--- src/rtl/alu_exec_stage.sv ---
// -----------------------------------------------------------------------------
// alu_exec_stage
//
// Execute stage sitting right after the register file. Takes the two read
// operands, a decoded opcode and a destination register, computes the result
// and drives the register-file write port one or more cycles later.
//
// Single-cycle ops: ADD, SUB, AND, OR, XOR, SHL, SHR (result registered, so it
// appears the cycle after accept; back-to-back accepts are allowed).
// Opcode 111 depends on the build:
//   MUL_EN defined   : unsigned iterative shift-add multiplier, one multiplier
//                      bit per cycle, WIDTH iterations, stage busy meanwhile.
//   MUL_EN undefined : single-cycle MOV (writedata = data1), never busy.
//
// Ports:
//   clk        in   clock, all state updates on the rising edge
//   reset      in   synchronous active-low reset
//   in_valid   in   decode presents an operation
//   in_ready   out  stage can accept an operation this cycle
//   opcode     in   3-bit operation select
//   data1      in   operand A
//   data2      in   operand B
//   destreg    in   destination register
//   wr_en_in   in   operation writes back when 1
//   regwrite   out  one-cycle write strobe to the register file
//   writereg   out  write address
//   writedata  out  write data
//   zero       out  last completed result was zero
//   carry      out  carry/borrow of the last completed ADD/SUB
//   busy       out  multiplier iteration in progress
// -----------------------------------------------------------------------------
module alu_exec_stage #(
  parameter int WIDTH  = 8,
  parameter int ADDR_W = 3
) (
  input  logic              clk,
  input  logic              reset,
  input  logic              in_valid,
  output logic              in_ready,
  input  logic [2:0]        opcode,
  input  logic [WIDTH-1:0]  data1,
  input  logic [WIDTH-1:0]  data2,
  input  logic [ADDR_W-1:0] destreg,
  input  logic              wr_en_in,
  output logic              regwrite,
  output logic [ADDR_W-1:0] writereg,
  output logic [WIDTH-1:0]  writedata,
  output logic              zero,
  output logic              carry,
  output logic              busy
);

  localparam logic [2:0] OP_ADD = 3'b000;
  localparam logic [2:0] OP_SUB = 3'b001;
  localparam logic [2:0] OP_AND = 3'b010;
  localparam logic [2:0] OP_OR  = 3'b011;
  localparam logic [2:0] OP_XOR = 3'b100;
  localparam logic [2:0] OP_SHL = 3'b101;
  localparam logic [2:0] OP_SHR = 3'b110;
  localparam logic [2:0] OP_MUL = 3'b111;

  // Write-port and flag registers
  logic              regwrite_q,  regwrite_d;
  logic [ADDR_W-1:0] writereg_q,  writereg_d;
  logic [WIDTH-1:0]  writedata_q, writedata_d;
  logic              zero_q,      zero_d;
  logic              carry_q,     carry_d;

  // Single-cycle ALU result
  logic [WIDTH:0]    sumExt;
  logic [WIDTH:0]    diffExt;
  logic [WIDTH-1:0]  aluResult;
  logic              aluSetsCarry;
  logic              aluCarry;
  logic              accept;

  // Combinational ALU on the live operands. The extra top bit of the
  // subtraction is the borrow, which is exactly data1 < data2 for unsigned.
  always_comb begin
    sumExt       = {1'b0, data1} + {1'b0, data2};
    diffExt      = {1'b0, data1} - {1'b0, data2};
    aluResult    = data1;
    aluSetsCarry = 1'b0;
    aluCarry     = 1'b0;
    case (opcode)
      OP_ADD: begin
        aluResult    = sumExt[WIDTH-1:0];
        aluSetsCarry = 1'b1;
        aluCarry     = sumExt[WIDTH];
      end
      OP_SUB: begin
        aluResult    = diffExt[WIDTH-1:0];
        aluSetsCarry = 1'b1;
        aluCarry     = diffExt[WIDTH];
      end
      OP_AND:  aluResult = data1 & data2;
      OP_OR:   aluResult = data1 | data2;
      OP_XOR:  aluResult = data1 ^ data2;
      OP_SHL:  aluResult = data1 << data2[2:0];
      OP_SHR:  aluResult = data1 >> data2[2:0];
      OP_MUL:  aluResult = data1;
      default: aluResult = data1;
    endcase
  end

  assign accept = in_valid & in_ready;

`ifdef MUL_EN
  typedef enum logic [0:0] {
    S_IDLE = 1'b0,
    S_MUL  = 1'b1
  } state_t;

  localparam int CNT_W = (WIDTH > 1) ? $clog2(WIDTH) : 1;
  localparam logic [CNT_W-1:0] LAST_ITER = CNT_W'(WIDTH - 1);

  state_t            state_q,  state_d;
  logic [WIDTH-1:0]  accum_q,  accum_d;
  logic [WIDTH-1:0]  mcand_q,  mcand_d;
  logic [WIDTH-1:0]  mplier_q, mplier_d;
  logic [CNT_W-1:0]  cnt_q,    cnt_d;
  logic [ADDR_W-1:0] mulDest_q, mulDest_d;
  logic              mulWen_q,  mulWen_d;
  logic [WIDTH-1:0]  accumNext;

  // Only the low WIDTH product bits are kept, so the multiplicand can simply
  // shift left out of range as the iterations proceed.
  assign accumNext = mplier_q[0] ? (accum_q + mcand_q) : accum_q;

  assign in_ready = (state_q == S_IDLE);
  assign busy     = (state_q == S_MUL);

  // Next-state and datapath control. IDLE completes single-cycle ops or
  // loads the multiplier; MUL runs WIDTH iterations and writes back on the
  // last one so the result shows up the cycle in_ready returns.
  always_comb begin
    state_d     = state_q;
    accum_d     = accum_q;
    mcand_d     = mcand_q;
    mplier_d    = mplier_q;
    cnt_d       = cnt_q;
    mulDest_d   = mulDest_q;
    mulWen_d    = mulWen_q;
    regwrite_d  = 1'b0;
    writereg_d  = writereg_q;
    writedata_d = writedata_q;
    zero_d      = zero_q;
    carry_d     = carry_q;
    case (state_q)
      S_IDLE: begin
        if (accept) begin
          if (opcode == OP_MUL) begin
            state_d   = S_MUL;
            accum_d   = '0;
            mcand_d   = data1;
            mplier_d  = data2;
            cnt_d     = '0;
            mulDest_d = destreg;
            mulWen_d  = wr_en_in;
          end else begin
            regwrite_d  = wr_en_in;
            writereg_d  = destreg;
            writedata_d = aluResult;
            zero_d      = (aluResult == '0);
            if (aluSetsCarry) carry_d = aluCarry;
          end
        end
      end
      S_MUL: begin
        accum_d  = accumNext;
        mcand_d  = mcand_q << 1;
        mplier_d = mplier_q >> 1;
        cnt_d    = cnt_q + 1'b1;
        if (cnt_q == LAST_ITER) begin
          state_d     = S_IDLE;
          regwrite_d  = mulWen_q;
          writereg_d  = mulDest_q;
          writedata_d = accumNext;
          zero_d      = (accumNext == '0);
        end
      end
      default: state_d = S_IDLE;
    endcase
  end

  // Multiplier state; reset aborts any in-flight multiply.
  always_ff @(posedge clk) begin
    if (!reset) begin
      state_q   <= S_IDLE;
      accum_q   <= '0;
      mcand_q   <= '0;
      mplier_q  <= '0;
      cnt_q     <= '0;
      mulDest_q <= '0;
      mulWen_q  <= 1'b0;
    end else begin
      state_q   <= state_d;
      accum_q   <= accum_d;
      mcand_q   <= mcand_d;
      mplier_q  <= mplier_d;
      cnt_q     <= cnt_d;
      mulDest_q <= mulDest_d;
      mulWen_q  <= mulWen_d;
    end
  end
`else
  assign in_ready = 1'b1;
  assign busy     = 1'b0;

  // Every accepted op completes in one cycle; opcode 111 acts as MOV.
  always_comb begin
    regwrite_d  = 1'b0;
    writereg_d  = writereg_q;
    writedata_d = writedata_q;
    zero_d      = zero_q;
    carry_d     = carry_q;
    if (accept) begin
      regwrite_d  = wr_en_in;
      writereg_d  = destreg;
      writedata_d = aluResult;
      zero_d      = (aluResult == '0);
      if (aluSetsCarry) carry_d = aluCarry;
    end
  end
`endif

  // Register-file write port and status flags.
  always_ff @(posedge clk) begin
    if (!reset) begin
      regwrite_q  <= 1'b0;
      writereg_q  <= '0;
      writedata_q <= '0;
      zero_q      <= 1'b0;
      carry_q     <= 1'b0;
    end else begin
      regwrite_q  <= regwrite_d;
      writereg_q  <= writereg_d;
      writedata_q <= writedata_d;
      zero_q      <= zero_d;
      carry_q     <= carry_d;
    end
  end

  assign regwrite  = regwrite_q;
  assign writereg  = writereg_q;
  assign writedata = writedata_q;
  assign zero      = zero_q;
  assign carry     = carry_q;

endmodule

--- config.mk ---
export PLATFORM = sky130hd
export DESIGN_NAME = alu_exec_stage
export DESIGN_NICKNAME = d
export VERILOG_FILES = /design/src/rtl/alu_exec_stage.sv
export SDC_FILE = /design/constraint.sdc
export NUM_CORES = 1
export LEC_CHECK = 0
export CAP_MARGIN = 20
export CORE_UTILIZATION = 49
export CTS_CLUSTER_SIZE = 30
export DETAILED_ROUTE_END_ITERATION = 12
export PLACE_DENSITY = 0.85
export SLEW_MARGIN = 0
export SYNTH_ARGS = -nofsm -noshare
export SYNTH_HDL_FRONTEND = slang
export SYNTH_SLANG_ARGS = --single-unit
--- constraint.sdc ---
create_clock -name clk -period 2.82 [get_ports clk]
set_input_delay 0.282 -clock clk [delete_from_list [all_inputs] [get_ports clk]]
set_output_delay 0.282 -clock clk [all_outputs]
set_load 0.01 [all_outputs]
After elaboration in Yosys (flattened, before gate mapping)
Index checks and enable logic that the tools add are counted.
- $add $sub $neg: 2
- eq/ne operators: 7
- shifts and indexed selects: 2
- muxes and demuxes: 3
- bitwise logic cells: 3
- reduce and logical (&&, ||, !) cells: 5
- operators with widths (kind ; count):
    $pmux W8 S8 ; 1
    $eq A3 B3 Y1 const B ; 4
    $add A8 B8 Y9 ; 1
    $sub A8 B8 Y9 ; 1
    $and A8 B8 Y8 ; 1
    $logic_not A8 Y1 ; 1
    $or A8 B8 Y8 ; 1
    $shl A8 B3 Y8 ; 1
    $shr A8 B3 Y8 ; 1
    $xor A8 B8 Y8 ; 1
    $eq A3 B2 Y1 const B ; 2
    $reduce_and A2 Y1 ; 2
    $eq A3 B1 Y1 const B ; 1
    $logic_not A3 Y1 ; 1
    $pmux W1 S2 ; 1
    $reduce_or A2 Y1 ; 1
    $mux W1 ; 1
- bits in registers: 14
- word-level logic and storage cells: 27

Longest topological paths before layout
Gate-level depths: netlist of run 1.
- depth in word-level cells: 4
- mapped depth: 11
- mapped depth without buffers: 10

Least setup slack after synthesis of run 1
Ideal clock, no wire load.
- path kind: input to register
- from: input port data2[1]
- to: register zero_q, in the netlist zero
- library setup time: 0.084 ns
- data arrival time: 2.564 ns
- setup slack: 0.172 ns
- cell stages on the path: 11
- buffers on the path: 2
- cells stage by stage: buf_4 buf_4 inv_1 ha_1 a211oi_1 o21ai_0 a21oi_1 mux2_2 and3_1 or4_1 o31ai_2
- cells in the longest elaborated chain, start to end: 3
- elaborated cells on any way between the ends: 9
- classes of those cells: add/sub (2); shift (2); mux (1); bitwise (3); reduce/logical (1)
- ends and longest elaborated chain (element ; RTL line ; source):
    from (decl) ; 42 ; input logic [WIDTH-1:0] data2,
    $sub A8 B8 Y9, or another cell as far along ; 81 ; diffExt = {1'b0, data1} - {1'b0, data2};
    $pmux W8 S8 (*) ; 85 ; case (opcode)
    $logic_not A8 Y1 (*) ; 221 ; zero_d = (aluResult == '0);
    to (signal assigned) ; 239 ; zero_q <= zero_d;
    to (decl) ; 66 ; logic zero_q, zero_d;
Every way passes the cells marked *; elsewhere a longest branch is shown, timed or not.
A chain may end at the register's enable or synchronous reset.

Final worst setup path of run 1
Same ends and word-level chain as after synthesis.

==> Flow_metrics.wiki, run 1 <==
{| class="wikitable"
! Metric !! Value
|-
| Synthesis-to-layout area growth || 38.4%
|-
| Main combinational cell family by area after synthesis || compound AO/OA/AOI/OAI gates
|-
| Most frequent standard cell in the layout excluding fill and tap cells || buf_4
|-
| Reg-to-reg slack, setup || 1.98 ns
|-
| First-pass GRT wire length || 12.0 mm
|-
| Num CTS Buffers || 3
|-
| Latest clock arrival within the worst-skew pair || 0.24 ns
|-
| Antenna-violating nets left || 0
|-
| ANT cells || 0
|-
| Highest clock frequency the design can meet || 360 MHz
|-
| Die Y || 71.6 um
|-
| Capture point of the critical path || zero
|-
| Basic-gate share of the synthesized area counting and, or, nand and nor cells || 22.7%
|-
| Synth Area in Adders || 14.8%
|-
| Number of DRC violations after detailed routing || 0
|-
| Seq/Total Area, Yosys || 11.8%
|-
| Clock tree root buffer cell || clkbuf_8
|-
| Critical path endpoint category || flip-flop
|-
| Number of design-rule violations left by the first detailed-router iteration || 251
|-
| Final Cell Area || 3290 sq um
|-
| Placement Cell Area || 3170 sq um
|-
| CTS clock-pin slew for the worst setup and hold paths || 0.05 ns
|-
| All-Layer GR Usage || 29.6%
|-
| Width of the die || 71.6 um
|-
| Number of iterations in the first detailed-routing pass || 5
|-
| Number of warning messages in the yosys log || 0
|-
| Number of different library cells in the post-synthesis netlist || 64
|-
| Portion of netlist area occupied by mux cells || 13.9%
|-
| Number of instances in the synthesized netlist || 298
|-
| Number of cells on the worst reg-to-reg path || 3
|-
| Static leakage || 1.44 nW
|-
| Crit path launch || data2[1]
|-
| Setup CP Type || in -> reg
|-
| Largest net degree at the start of global routing || 29
|-
| GPL Wtd Cong || 0.953
|-
| Flops & latches, synth || 14
|-
| Post-layout nets || 434
|-
| Post-synth top area share || 13.2%
|-
| Top flip-flop cell by instance count after synthesis || dfxtp_1
|-
| Launching element type of the critical path || input port
|-
| Synthesized-area fraction occupied by xor and xnor cells || 1.47%
|-
| Endpoint arrival time on the critical path || 2.94 ns
|-
| Io pins || 42
|-
| Skew final || 0 ns
|-
| Startpoint of the most critical register-to-register path || writedata[6]
|-
| Via count || 2666
|-
| Status || finished, final reports clean
|-
| Number of standard-cell rows in the floorplan || 24
|-
| Compound-Gate Fraction of Synth Area || 24.9%
|-
| Portion of the clock cycle consumed by the worst path in the final layout || 98.5%
|-
| Postcts setup bufs || 0
|-
| Starting density of the core || 52.8%
|-
| Core outline area || 4500 sq um
|-
| Commonest cells after routing, fill and taps aside || buf_4, clkdlybuf4s50_1, inv_1, nor2_1, ha_1
|-
| Final min period || 2.78 ns
|-
| Count of endpoints failing hold in the final timing report || 0
|-
| Class of the tightest hold or removal check || reg -> reg
|-
| Final wirelength || 7.56 mm
|-
| Routed length per placed instance || 17.5 um
|-
| Synth area leader || ha_1
|-
| H-Tree Depth || 1
|-
| Endpoint of the lowest-slack register-to-register path || writedata[6]
|-
| # port buffers || 39
|-
| Post-Synthesis Mean Instance Area || 7.97 sq um
|-
| Post-synth ARST share || 0%
|-
| Fraction of final layout cells with drive strength greater than 1 || 25.1%
|-
| Reported max-cap violation count || 0
|-
| Final Setup Violations || 0
|-
| Total standard cell area after synthesis || 2380 sq um
|-
| Via-per-instance ratio || 6.19
|-
| Maximum clock insertion buffer count || 2
|-
| Grt ovf || 0
|-
| VDD IR max || 0.135 mV
|-
| Via count of the first global-routing pass || 2568
|-
| Main area contributors after synthesis || ha_1, dfxtp_1, mux4_2, mux2i_1, a21oi_1
|-
| Largest fanout on the critical path || 3
|-
| Antenna violations before repair || 0
|-
| Pwr per Cell Area || 280 nW/um^2
|-
| Final Max Tran Viols || 0
|-
| Fill cell count || 370
|-
| Synthesized Nets || 351
|-
| Total Negative Setup Slacks || 0 ns
|-
| Number of synthesized flops with an enable pin || 0
|-
| Final HPWL from detailed placement || 5.97 mm
|-
| DIE AREA || 5130 sq um
|-
| TritonCTS clock tree || yes
|-
| Data required time at the worst endpoint || 2.98 ns
|-
| Clk sinks || 14
|}
==> how the worst min path moves through the flow <==
stage | startpoint | endpoint | slack, ns | cells past startpoint
after floorplan | reset | carry | 0.42 | 2
after global placement | writedata[5] | writedata[5] | 0.47 | 2
after detailed placement | writedata[5] | writedata[5] | 0.48 | 2
after CTS | writedata[5] | writedata[5] | 0.49 | 2
after global routing | writedata[5] | writedata[5] | 0.51 | 2
final | writedata[5] | writedata[5] | 0.49 | 2
==> what timing repair did <==
action / 4_1_cts / 5_1_grt
setup endpoints to repair: 2 / 2
hold endpoints to repair: 0 / 0
gates cloned: 0 / 0
pin swaps: 4 / 4
gates resized for setup: 7 / 15
hold buffers: 0 / 0
==> sequential cells by signal, summed over array words and instances, names as in the netlist <==
register	flops
zero	1
writedata	8
regwrite	1
carry	1
writereg	3
==> cell type report <==
type	count	area, sq um	share of cell area (%)
Multi-Input combinational cell	238	1930	58.8
Inverter	27	101	3.08
Timing Repair Buffer	97	868	26.4
Tap cell	52	65.1	1.98
Clock buffer	3	41.3	1.26
Sequential cell	14	280	8.52
==> synth_stat cells, drive strengths merged (6+ instances only) <==
master	number
ha	25
inv	25
nor2	23
a21oi	19
nand2	19
buf	17
dfxtp	14
mux2i	12
o21ai	12
a211oi	10
nor3	10
nor2b	9
mux4	8
a22o	6
nand3	6
==> where the power goes <==
part | switching, mW | internal, mW
logic | 0.269 | 0.275
registers | 0.00695 | 0.212
clock network | 0.0643 | 0.0943
==> cells by family after synthesis <==
| family | after synthesis |
|---|---|
| AO/OA/AOI/OAI | 82 |
| AND/OR/NAND/NOR | 101 |
| other | 2 |
| adder cells (fa/ha/maj) | 27 |
| buffers and inverters | 46 |
| XOR/XNOR | 4 |
| multiplexers | 22 |
| flip-flops | 14 |
==> critical path, stage by stage <==
cell and delay (ns):
clkdlybuf4s50_1 0.47, inv_1 0.11, buf_4 0.17, fa_2 0.37, nor2b_2 0.15, o21ai_2 0.09, a211oi_2 0.29, a211oi_2 0.10
nor3b_1 0.17, or4_4 0.54, o31ai_2 0.19
==> routing by layer <==
| metal | up-vias | track usage [%] | share of wire, % |
|---|---|---|---|
| li1 | 1271 | - | - |
| met1 | 1231 | 38.5 | 43 |
| met2 | 139 | 51.8 | 49 |
| met3 | 25 | 1.55 | 6.0 |
| met4 | 0 | 10.7 | 2.3 |
| met5 | - | 0 | 0 |
==> metrics by stage <==
stage | std cells | total power, mW | setup slack, ns | hold slack [ns] | util (%)
floorplan | 298 | 0.503 | 0.172 | 0.420 | -
global placement | 428 | 0.726 | -0.288 | 0.472 | 70.3
detailed placement | 428 | 0.732 | -0.354 | 0.482 | 70.3
CTS | 431 | 0.896 | 0.0106 | 0.489 | 71.6
global route | 431 | 0.968 | -0.0403 | 0.506 | 73.0
finish | 431 | 0.921 | 0.0436 | 0.487 | 73.0
Note: power is estimated with default switching activity, not from simulation.
==> run 2, diff against run 1 <==
--- a/config.mk
+++ b/config.mk
@@ -10,6 +10,7 @@
 export CTS_CLUSTER_SIZE = 30
 export DETAILED_ROUTE_END_ITERATION = 12
 export PLACE_DENSITY = 0.85
+export SETUP_SLACK_MARGIN = 0.05
 export SLEW_MARGIN = 0
 export SYNTH_ARGS = -nofsm -noshare
 export SYNTH_HDL_FRONTEND = slang
==> run 2 against run 1 <==
Against the previous run:
- sequential share of layout area is essentially flat
- combinational power is essentially flat
- global-route usage grew 0.12 points
- core utilization grew 0.19 points
- first-iteration DRC count shrank 13%
- total power is essentially flat
- clock power is essentially flat
- worst hold slack lost 0.0011 ns
- setup slack gained 0.12 ns
- critical endpoint unchanged
- largest power group unchanged
- highest routed layer unchanged
==> Flow_metrics.wiki, run 2 (same netlist as run 1, synthesis figures left out) <==
{| class="wikitable"
! Metric !! Value
|-
| Status || finished, final reports clean (unchanged)
|-
| Fill cell count || 368 (was 370)
|-
| Num CTS Buffers || 3 (unchanged)
|-
| Register cell area after layout || 280 sq um (unchanged)
|-
| Commonest cells after routing, fill and taps aside || buf_4, clkdlybuf4s50_1, inv_1, nor2_1, ha_1 (unchanged)
|-
| Critical path buffers and inverters || 2 (was 3)
|-
| Number of flip-flops under the largest register name || 8 (unchanged)
|-
| Grt ovf || 0 (unchanged)
|-
| Number of DRC violations after detailed routing || 0 (unchanged)
|-
| Core outline area || 4500 sq um (unchanged)
|-
| Most frequent standard cell in the layout excluding fill and tap cells || buf_4 (unchanged)
|-
| Antenna violations before repair || 0 (unchanged)
|-
| Setup slack at placement || -0.354 ns (unchanged)
|-
| Io pins || 42 (unchanged)
|-
| Via count || 2682 (was 2666)
|-
| VDD IR max || 0.135 mV (about the same)
|-
| Crit path launch || data1[1] (was data2[1])
|-
| Unrepaired setup endpoints after global routing || false
|-
| CTS clock-pin slew for the worst setup and hold paths || 0.05 ns (about the same)
|-
| Area of the multi-input gates || 1940 sq um (was 1930 sq um)
|-
| Post-layout nets || 435 (was 434)
|-
| Largest net degree at the start of global routing || 29 (unchanged)
|-
| Static leakage || 1.44 nW (about the same)
|-
| Count of endpoints failing hold in the final timing report || 0 (unchanged)
|-
| TritonCTS clock tree || yes (unchanged)
|-
| H-Tree Depth || 1 (unchanged)
|-
| Starting density of the core || 52.8% (unchanged)
|-
| Internal power || 0.583 mW (was 0.581 mW)
|-
| GPL Wtd Cong || 0.953 (unchanged)
|-
| Worst path setup slack after routing || 0.161 ns (was 0.0436 ns)
|-
| Final Cell Area || 3300 sq um (was 3290 sq um)
|-
| Startpoint of the most critical register-to-register path || writedata[6] (unchanged)
|-
| Final wirelength || 7.50 mm (was 7.56 mm)
|-
| Final min period || 2.66 ns (was 2.78 ns)
|-
| Cells along the critical path || clkdlybuf4s50_1 -> buf_4 -> ha_1 -> a211oi_1 -> o21ai_1 -> a21oi_1 -> mux2_2 -> and3_1 -> or4_4 -> o31ai_2 (was clkdlybuf4s50_1 -> inv_1 -> buf_4 -> fa_2 -> nor2b_2 -> o21ai_2 -> a211oi_2 -> a211oi_2 -> nor3b_1 -> or4_4 -> o31ai_2)
|-
| Class of the tightest hold or removal check || reg -> reg (unchanged)
|-
| Combinational power share || 59.0% (about the same)
|-
| Routed length per placed instance || 17.3 um (was 17.5 um)
|-
| Clock share of power || 17.2% (about the same)
|-
| Fraction of final layout cells with drive strength greater than 1 || 25.5% (was 25.1%)
|-
| # port buffers || 39 (unchanged)
|-
| Number of standard-cell rows in the floorplan || 24 (unchanged)
|-
| Switching pwr || 0.339 mW (was 0.340 mW)
|-
| Via-per-instance ratio || 6.21 (was 6.19)
|-
| Final HPWL from detailed placement || 5.97 mm (unchanged)
|-
| Crit path max-delay family || compound AO/OA/AOI/OAI gates (was simple AND/OR/NAND/NOR gates)
|-
| Launching element type of the critical path || input port (unchanged)
|-
| Clock tree root buffer cell || clkbuf_8 (unchanged)
|-
| Highest clock frequency the design can meet || 376 MHz (was 360 MHz)
|-
| Pwr per Cell Area || 279 nW/um^2 (was 280 nW/um^2)
|-
| Portion of the clock cycle consumed by the worst path in the final layout || 94.3% (was 98.5%)
|-
| Master of the slowest instance on the critical path || clkdlybuf4s50_1 (was or4_4)
|-
| Die Y || 71.6 um (unchanged)
|-
| Synthesis-to-layout area growth || 38.8% (was 38.4%)
|-
| Via count of the first global-routing pass || 2579 (was 2568)
|-
| Slowest stage delay, CP || 0.44 ns (was 0.54 ns)
|-
| Min-Delay Startpoint || writedata[5] (unchanged)
|-
| Number of design-rule violations left by the first detailed-router iteration || 219 (was 251)
|-
| Width of the die || 71.6 um (unchanged)
|-
| Final Setup Violations || 0 (unchanged)
|-
| DIE AREA || 5130 sq um (unchanged)
|-
| Number of iterations in the first detailed-routing pass || 5 (unchanged)
|-
| ANT cells || 0 (unchanged)
|-
| Placement Cell Area || 3170 sq um (unchanged)
|-
| Setup CP Type || in -> reg (unchanged)
|-
| Largest fanout on the critical path || 9 (was 3)
|-
| Power, Total || 0.922 mW (was 0.921 mW)
|-
| Total Negative Setup Slacks || 0 ns (unchanged)
|-
| Endpoint arrival time on the critical path || 2.82 ns (was 2.94 ns)
|-
| Data required time at the worst endpoint || 2.98 ns (about the same)
|-
| Clk sinks || 14 (unchanged)
|-
| First-pass GRT wire length || 12.1 mm (was 12.0 mm)
|-
| Latest clock arrival within the worst-skew pair || 0.24 ns (about the same)
|-
| Antenna-violating nets left || 0 (unchanged)
|-
| Skew final || 0 ns (unchanged)
|-
| Critical path endpoint category || flip-flop (unchanged)
|-
| Final Max Tran Viols || 0 (unchanged)
|-
| Maximum clock insertion buffer count || 2 (unchanged)
|-
| All-Layer GR Usage || 29.7% (was 29.6%)
|-
| Post-Route Hold Slack || 0.485 ns (was 0.487 ns)
|-
| Sequential fraction of design power || 23.8% (about the same)
|-
| Reported max-cap violation count || 0 (unchanged)
|-
| Fraction of power spent switching nets || 36.8% (was 36.9%)
|}
-- run 2: tightest hold or removal path, stage by stage, from the launching register on --
cell and delay [ns]:
dfxtp_1 0.30, nor2_1 0.08, nor3_1 0.05
-- run 2: metrics by stage --
| step | utilization [%] | std cells |
|---|---|---|
| after floorplan | - | 298 |
| after global placement | 70.3 | 428 |
| after detailed placement | 70.3 | 428 |
| after CTS | 72.2 | 432 |
| after global routing | 73.2 | 432 |
| final | 73.2 | 432 |
-- run 2: area by class of cell --
type | count | area share (%)
Timing Repair Buffer | 98 | 26.5
Tap cell | 52 | 1.97
Sequential cell | 14 | 8.50
Inverter | 27 | 3.07
Clock buffer | 3 | 1.25
Multi-Input combinational cell | 238 | 58.7
-- run 2: final timing paths --
check / slack (ns) / cells after the start / end
max: 0.16 / 10 / zero
min: 0.49 / 2 / writedata[5]
max reg2reg: 1.97 / 3 / writedata[6]
min reg2reg: 0.49 / 2 / writedata[5]
-- run 2: what timing repair did --
| action | CTS | global route |
|---|---|---|
| endpoints found under the hold margin | 0 | 0 |
| setup endpoints to repair | 2 | 3 |
| pin swaps | 6 | 5 |
| buffers inserted | 1 | 0 |
| cloned | 0 | 0 |
| gates resized for setup | 12 | 15 |
| hold buffers | 0 | 0 |
-- run 2: routing by layer --
metal	share of wire, %	track usage (%)	vias to the layer above
li1	-	-	1267
met1	42	38.4	1248
met2	49	52.3	143
met3	6.7	1.69	24
met4	2.5	10.5	0
met5	0	0	-
-- run 2: power groups by stage --
stage / combinational (mW) / clock, mW / sequential [mW]
after floorplan: 0.273 / 0 / 0.230
after global placement: 0.503 / 0 / 0.222
after detailed placement: 0.509 / 0 / 0.223
after CTS: 0.524 / 0.160 / 0.219
after global routing: 0.586 / 0.164 / 0.220
final: 0.544 / 0.158 / 0.219
==> run 3, diff against run 2 <==
--- a/config.mk
+++ b/config.mk
@@ -5,11 +5,12 @@
 export SDC_FILE = /design/constraint.sdc
 export NUM_CORES = 1
 export LEC_CHECK = 0
+export ABC_AREA = 1
 export CAP_MARGIN = 20
-export CORE_UTILIZATION = 49
+export CORE_UTILIZATION = 48
 export CTS_CLUSTER_SIZE = 30
 export DETAILED_ROUTE_END_ITERATION = 12
-export PLACE_DENSITY = 0.85
+export PLACE_DENSITY = 0.84
 export SETUP_SLACK_MARGIN = 0.05
 export SLEW_MARGIN = 0
 export SYNTH_ARGS = -nofsm -noshare
==> run 3 against run 2 <==
Against the previous run:
- total power is 10% lower
- combinational power decreased by 25%
- first-iteration DRC count is 5.9% higher
- flip-flop and latch count stayed put
- design area is 16% lower
- cell count grew 16%
- clock skew unchanged
- via count rose by 3.5%
- setup slack improved by 0.24 ns
- critical path type unchanged
- highest routed layer unchanged
==> Flow_metrics.wiki, run 3 <==
{| class="wikitable"
! Metric !! Value
|-
| Status || finished, final reports clean (unchanged)
|-
| # port buffers || 39 (unchanged)
|-
| Largest net degree at the start of global routing || 22 (was 29)
|-
| Synthesis-to-layout area growth || 23.9% (was 38.8%)
|-
| Skew final || 0 ns (unchanged)
|-
| TritonCTS clock tree || yes (unchanged)
|-
| All-Layer GR Usage || 30.5% (was 29.7%)
|-
| Min-Delay Startpoint || writedata[0] (was writedata[5])
|-
| Maximum clock insertion buffer count || 2 (unchanged)
|-
| Critical path endpoint category || flip-flop (unchanged)
|-
| Antenna-violating nets left || 0 (unchanged)
|-
| CTS resizes || 0 (was 12)
|-
| Fraction of final layout cells with drive strength greater than 1 || 6.46% (was 25.5%)
|-
| Endpoint arrival time on the critical path || 2.60 ns (was 2.82 ns)
|-
| Unrepaired setup endpoints after global routing || false (unchanged)
|-
| Worst hold path endpoint || writedata[0] (was writedata[5])
|-
| Final Max Tran Viols || 0 (unchanged)
|-
| Width of the die || 70.2 um (was 71.6 um)
|-
| Synthesized Nets || 460 (was 351)
|-
| Class of the tightest hold or removal check || reg -> reg (unchanged)
|-
| VDD IR max || 0.149 mV (was 0.135 mV)
|-
| Grt ovf || 0 (unchanged)
|-
| Endpoint of the lowest-slack register-to-register path || writedata[7] (was writedata[6])
|-
| Num CTS Buffers || 3 (unchanged)
|-
| Number of cells on the worst reg-to-reg path || 2 (was 3)
|-
| Fill cell count || 441 (was 368)
|-
| Via count || 2775 (was 2682)
|-
| Post-synth ARST share || 0% (unchanged)
|-
| Largest fanout on the critical path || 6 (was 9)
|-
| Synth area leader || nand2_1 (was ha_1)
|-
| Top flip-flop cell by instance count after synthesis || dfxtp_1 (unchanged)
|-
| Headroom to the max-slew limit || 64.6%
|-
| Reported max-cap violation count || 0 (unchanged)
|-
| Post-layout nets || 503 (was 435)
|-
| Top-count cell post-synth || nand2_1
|-
| GPL Wtd Cong || 1.02 (was 0.953)
|-
| Number of warning messages in the yosys log || 0 (unchanged)
|-
| Final min period || 2.42 ns (was 2.66 ns)
|-
| Via count of the first global-routing pass || 2533 (was 2579)
|-
| Final wirelength || 7.36 mm (was 7.50 mm)
|-
| Final standard cell utilization of the core || 62.7% (was 73.2%)
|-
| Post-Synthesis Mean Instance Area || 5.49 sq um (was 7.97 sq um)
|-
| Number of synthesized flops with an enable pin || 0 (unchanged)
|-
| Most frequent standard cell in the layout excluding fill and tap cells || nand2_1 (was buf_4)
|-
| Latest clock arrival within the worst-skew pair || 0.25 ns (was 0.24 ns)
|-
| First-pass GRT wire length || 12.0 mm (was 12.1 mm)
|-
| Die Y || 70.2 um (was 71.6 um)
|-
| Final Setup Violations || 0 (unchanged)
|-
| Cts-stage hold buffer count || 0 (unchanged)
|-
| Flops & latches, synth || 14 (unchanged)
|-
| Launching element type of the critical path || input port (unchanged)
|-
| Clk sinks || 14 (unchanged)
|-
| Starting density of the core || 50.6% (was 52.8%)
|-
| Seq/Total Area, Yosys || 12.5% (was 11.8%)
|-
| Count of endpoints failing hold in the final timing report || 0 (unchanged)
|-
| Number of flip-flops under the largest register name || 8 (unchanged)
|-
| Portion of the clock cycle consumed by the worst path in the final layout || 85.9% (was 94.3%)
|-
| Slew @ Worst Pin || 0.529 ns
|-
| Highest clock frequency the design can meet || 413 MHz (was 376 MHz)
|-
| Post-synth top area share || 18.0% (was 13.2%)
|-
| Via-per-instance ratio || 5.54 (was 6.21)
|-
| Io pins || 42 (unchanged)
|-
| Clock tree root buffer cell || clkbuf_8 (unchanged)
|-
| Reg-to-reg slack, setup || 2.18 ns (was 1.97 ns)
|-
| Routed length per placed instance || 14.7 um (was 17.3 um)
|-
| Number of standard-cell rows in the floorplan || 24 (unchanged)
|-
| Power, Total || 0.826 mW (was 0.922 mW)
|-
| Data required time at the worst endpoint || 2.99 ns (was 2.98 ns)
|-
| Startpoint of the most critical register-to-register path || writedata[7] (was writedata[6])
|-
| Core outline area || 4410 sq um (was 4500 sq um)
|-
| Main area contributors after synthesis || nand2_1, nand3_1, ha_1, dfxtp_1, nor2_1 (was ha_1, dfxtp_1, mux4_2, mux2i_1, a21oi_1)
|-
| Antenna violations before repair || 0 (unchanged)
|-
| Commonest cells after routing, fill and taps aside || nand2_1, nand3_1, nor2_1, inv_1, clkdlybuf4s50_1 (was buf_4, clkdlybuf4s50_1, inv_1, nor2_1, ha_1)
|-
| Total Negative Setup Slacks || 0 ns (unchanged)
|-
| Worst Hold Path Cells || 2 (unchanged)
|-
| Pwr per Cell Area || 298 nW/um^2 (was 279 nW/um^2)
|-
| Number of different library cells in the post-synthesis netlist || 24 (was 64)
|-
| Static leakage || 1.46 nW (was 1.44 nW)
|-
| Number of DRC violations after detailed routing || 0 (unchanged)
|-
| Postcts setup bufs || 0 (was 1)
|-
| Final HPWL from detailed placement || 5.99 mm (was 5.97 mm)
|-
| Setup CP Type || in -> reg (unchanged)
|-
| Number of instances in the synthesized netlist || 407 (was 298)
|-
| Placement Cell Area || 2710 sq um (was 3170 sq um)
|-
| Total standard cell area after synthesis || 2230 sq um (was 2380 sq um)
|-
| ANT cells || 0 (unchanged)
|-
| H-Tree Depth || 1 (unchanged)
|-
| Final Cell Area || 2770 sq um (was 3300 sq um)
|-
| Commonest cells in the synthesized netlist || nand2_1, nand3_1, nor2_1 (was ha_1, inv_1, nor2_1)
|-
| Number of iterations in the first detailed-routing pass || 7 (was 5)
|-
| Number of design-rule violations left by the first detailed-router iteration || 232 (was 219)
|-
| CTS clock-pin slew for the worst setup and hold paths || 0.06 ns (was 0.05 ns)
|-
| DIE AREA || 4930 sq um (was 5130 sq um)
|-
| Post-Route Hold Slack || 0.490 ns (was 0.485 ns)
|}
## run 3: area by class of cell
| class | instances | area (sq um) | share of cell area (%) |
|---|---|---|---|
| inverter | 57 | 214 | 7.73 |
| timing repair buffer | 52 | 488 | 17.6 |
| multi-input combinational | 322 | 1670 | 60.2 |
| tap | 52 | 65.1 | 2.35 |
| clock buffer | 4 | 55.1 | 1.99 |
| sequential | 14 | 280 | 10.1 |
## run 3: per-stage QoR
step,cells,setup slack [ns]
after floorplan,407,1.05
after global placement,497,0.204
after detailed placement,497,0.165
after CTS,501,0.413
after global routing,501,0.214
final,501,0.399
## run 3: kinds of logic (layout without fill, tap and decap cells)
| logic type | Yosys count | after routing | share of synthesized area (%) |
|---|---|---|---|
| adder cells (fa/ha/maj) | 27 | 27 | 15.8 |
| AO/OA/AOI/OAI | 45 | 45 | 10.4 |
| AND/OR/NAND/NOR | 245 | 245 | 46.9 |
| other | 2 | 2 | 0.336 |
| buffers and inverters | 71 | 113 | 12.9 |
| flip-flops | 14 | 14 | 12.5 |
| XOR/XNOR | 3 | 3 | 1.18 |
## run 3: worst max-delay path: stages
cell             delay (ns)
clkdlybuf4s50_1        0.59
inv_1                  0.09
ha_1                   0.26
fa_1                   0.41
inv_1                  0.11
nand3_1                0.10
nand2_1                0.09
nand2_1                0.05
nand3_1                0.06
nand3_1                0.07
nand2_1                0.11
nand2_1                0.06
nor2_1                 0.11
nand3_1                0.07
a21oi_1                0.14
## run 3: power by group
part	internal [mW]	switching, mW	leakage (nW)
registers	0.212	0.00647	0.116
clock network	0.124	0.0738	0.0288
logic	0.162	0.248	1.32
total	0.498	0.329	1.46
## run 3: how the worst max path moves through the flow
stage	slack, ns	end	cells after the start	from
2_1_floorplan	1.05	zero	13	data2[1]
3_3_place_gp	0.20	zero	14	data1[0]
3_5_place_dp	0.16	zero	15	data1[0]
4_1_cts	0.41	zero	15	data1[0]
5_1_grt	0.21	zero	15	data1[0]
6_report	0.40	zero	15	data1[0]
## run 3: per-layer routing
metal,vias up,wire (um),global-route usage (%)
li1,1384,-,-
met2,138,3350,49.2
met3,21,493,2.02
met4,0,172,10.7
met1,1232,3340,42.7
met5,-,0,0
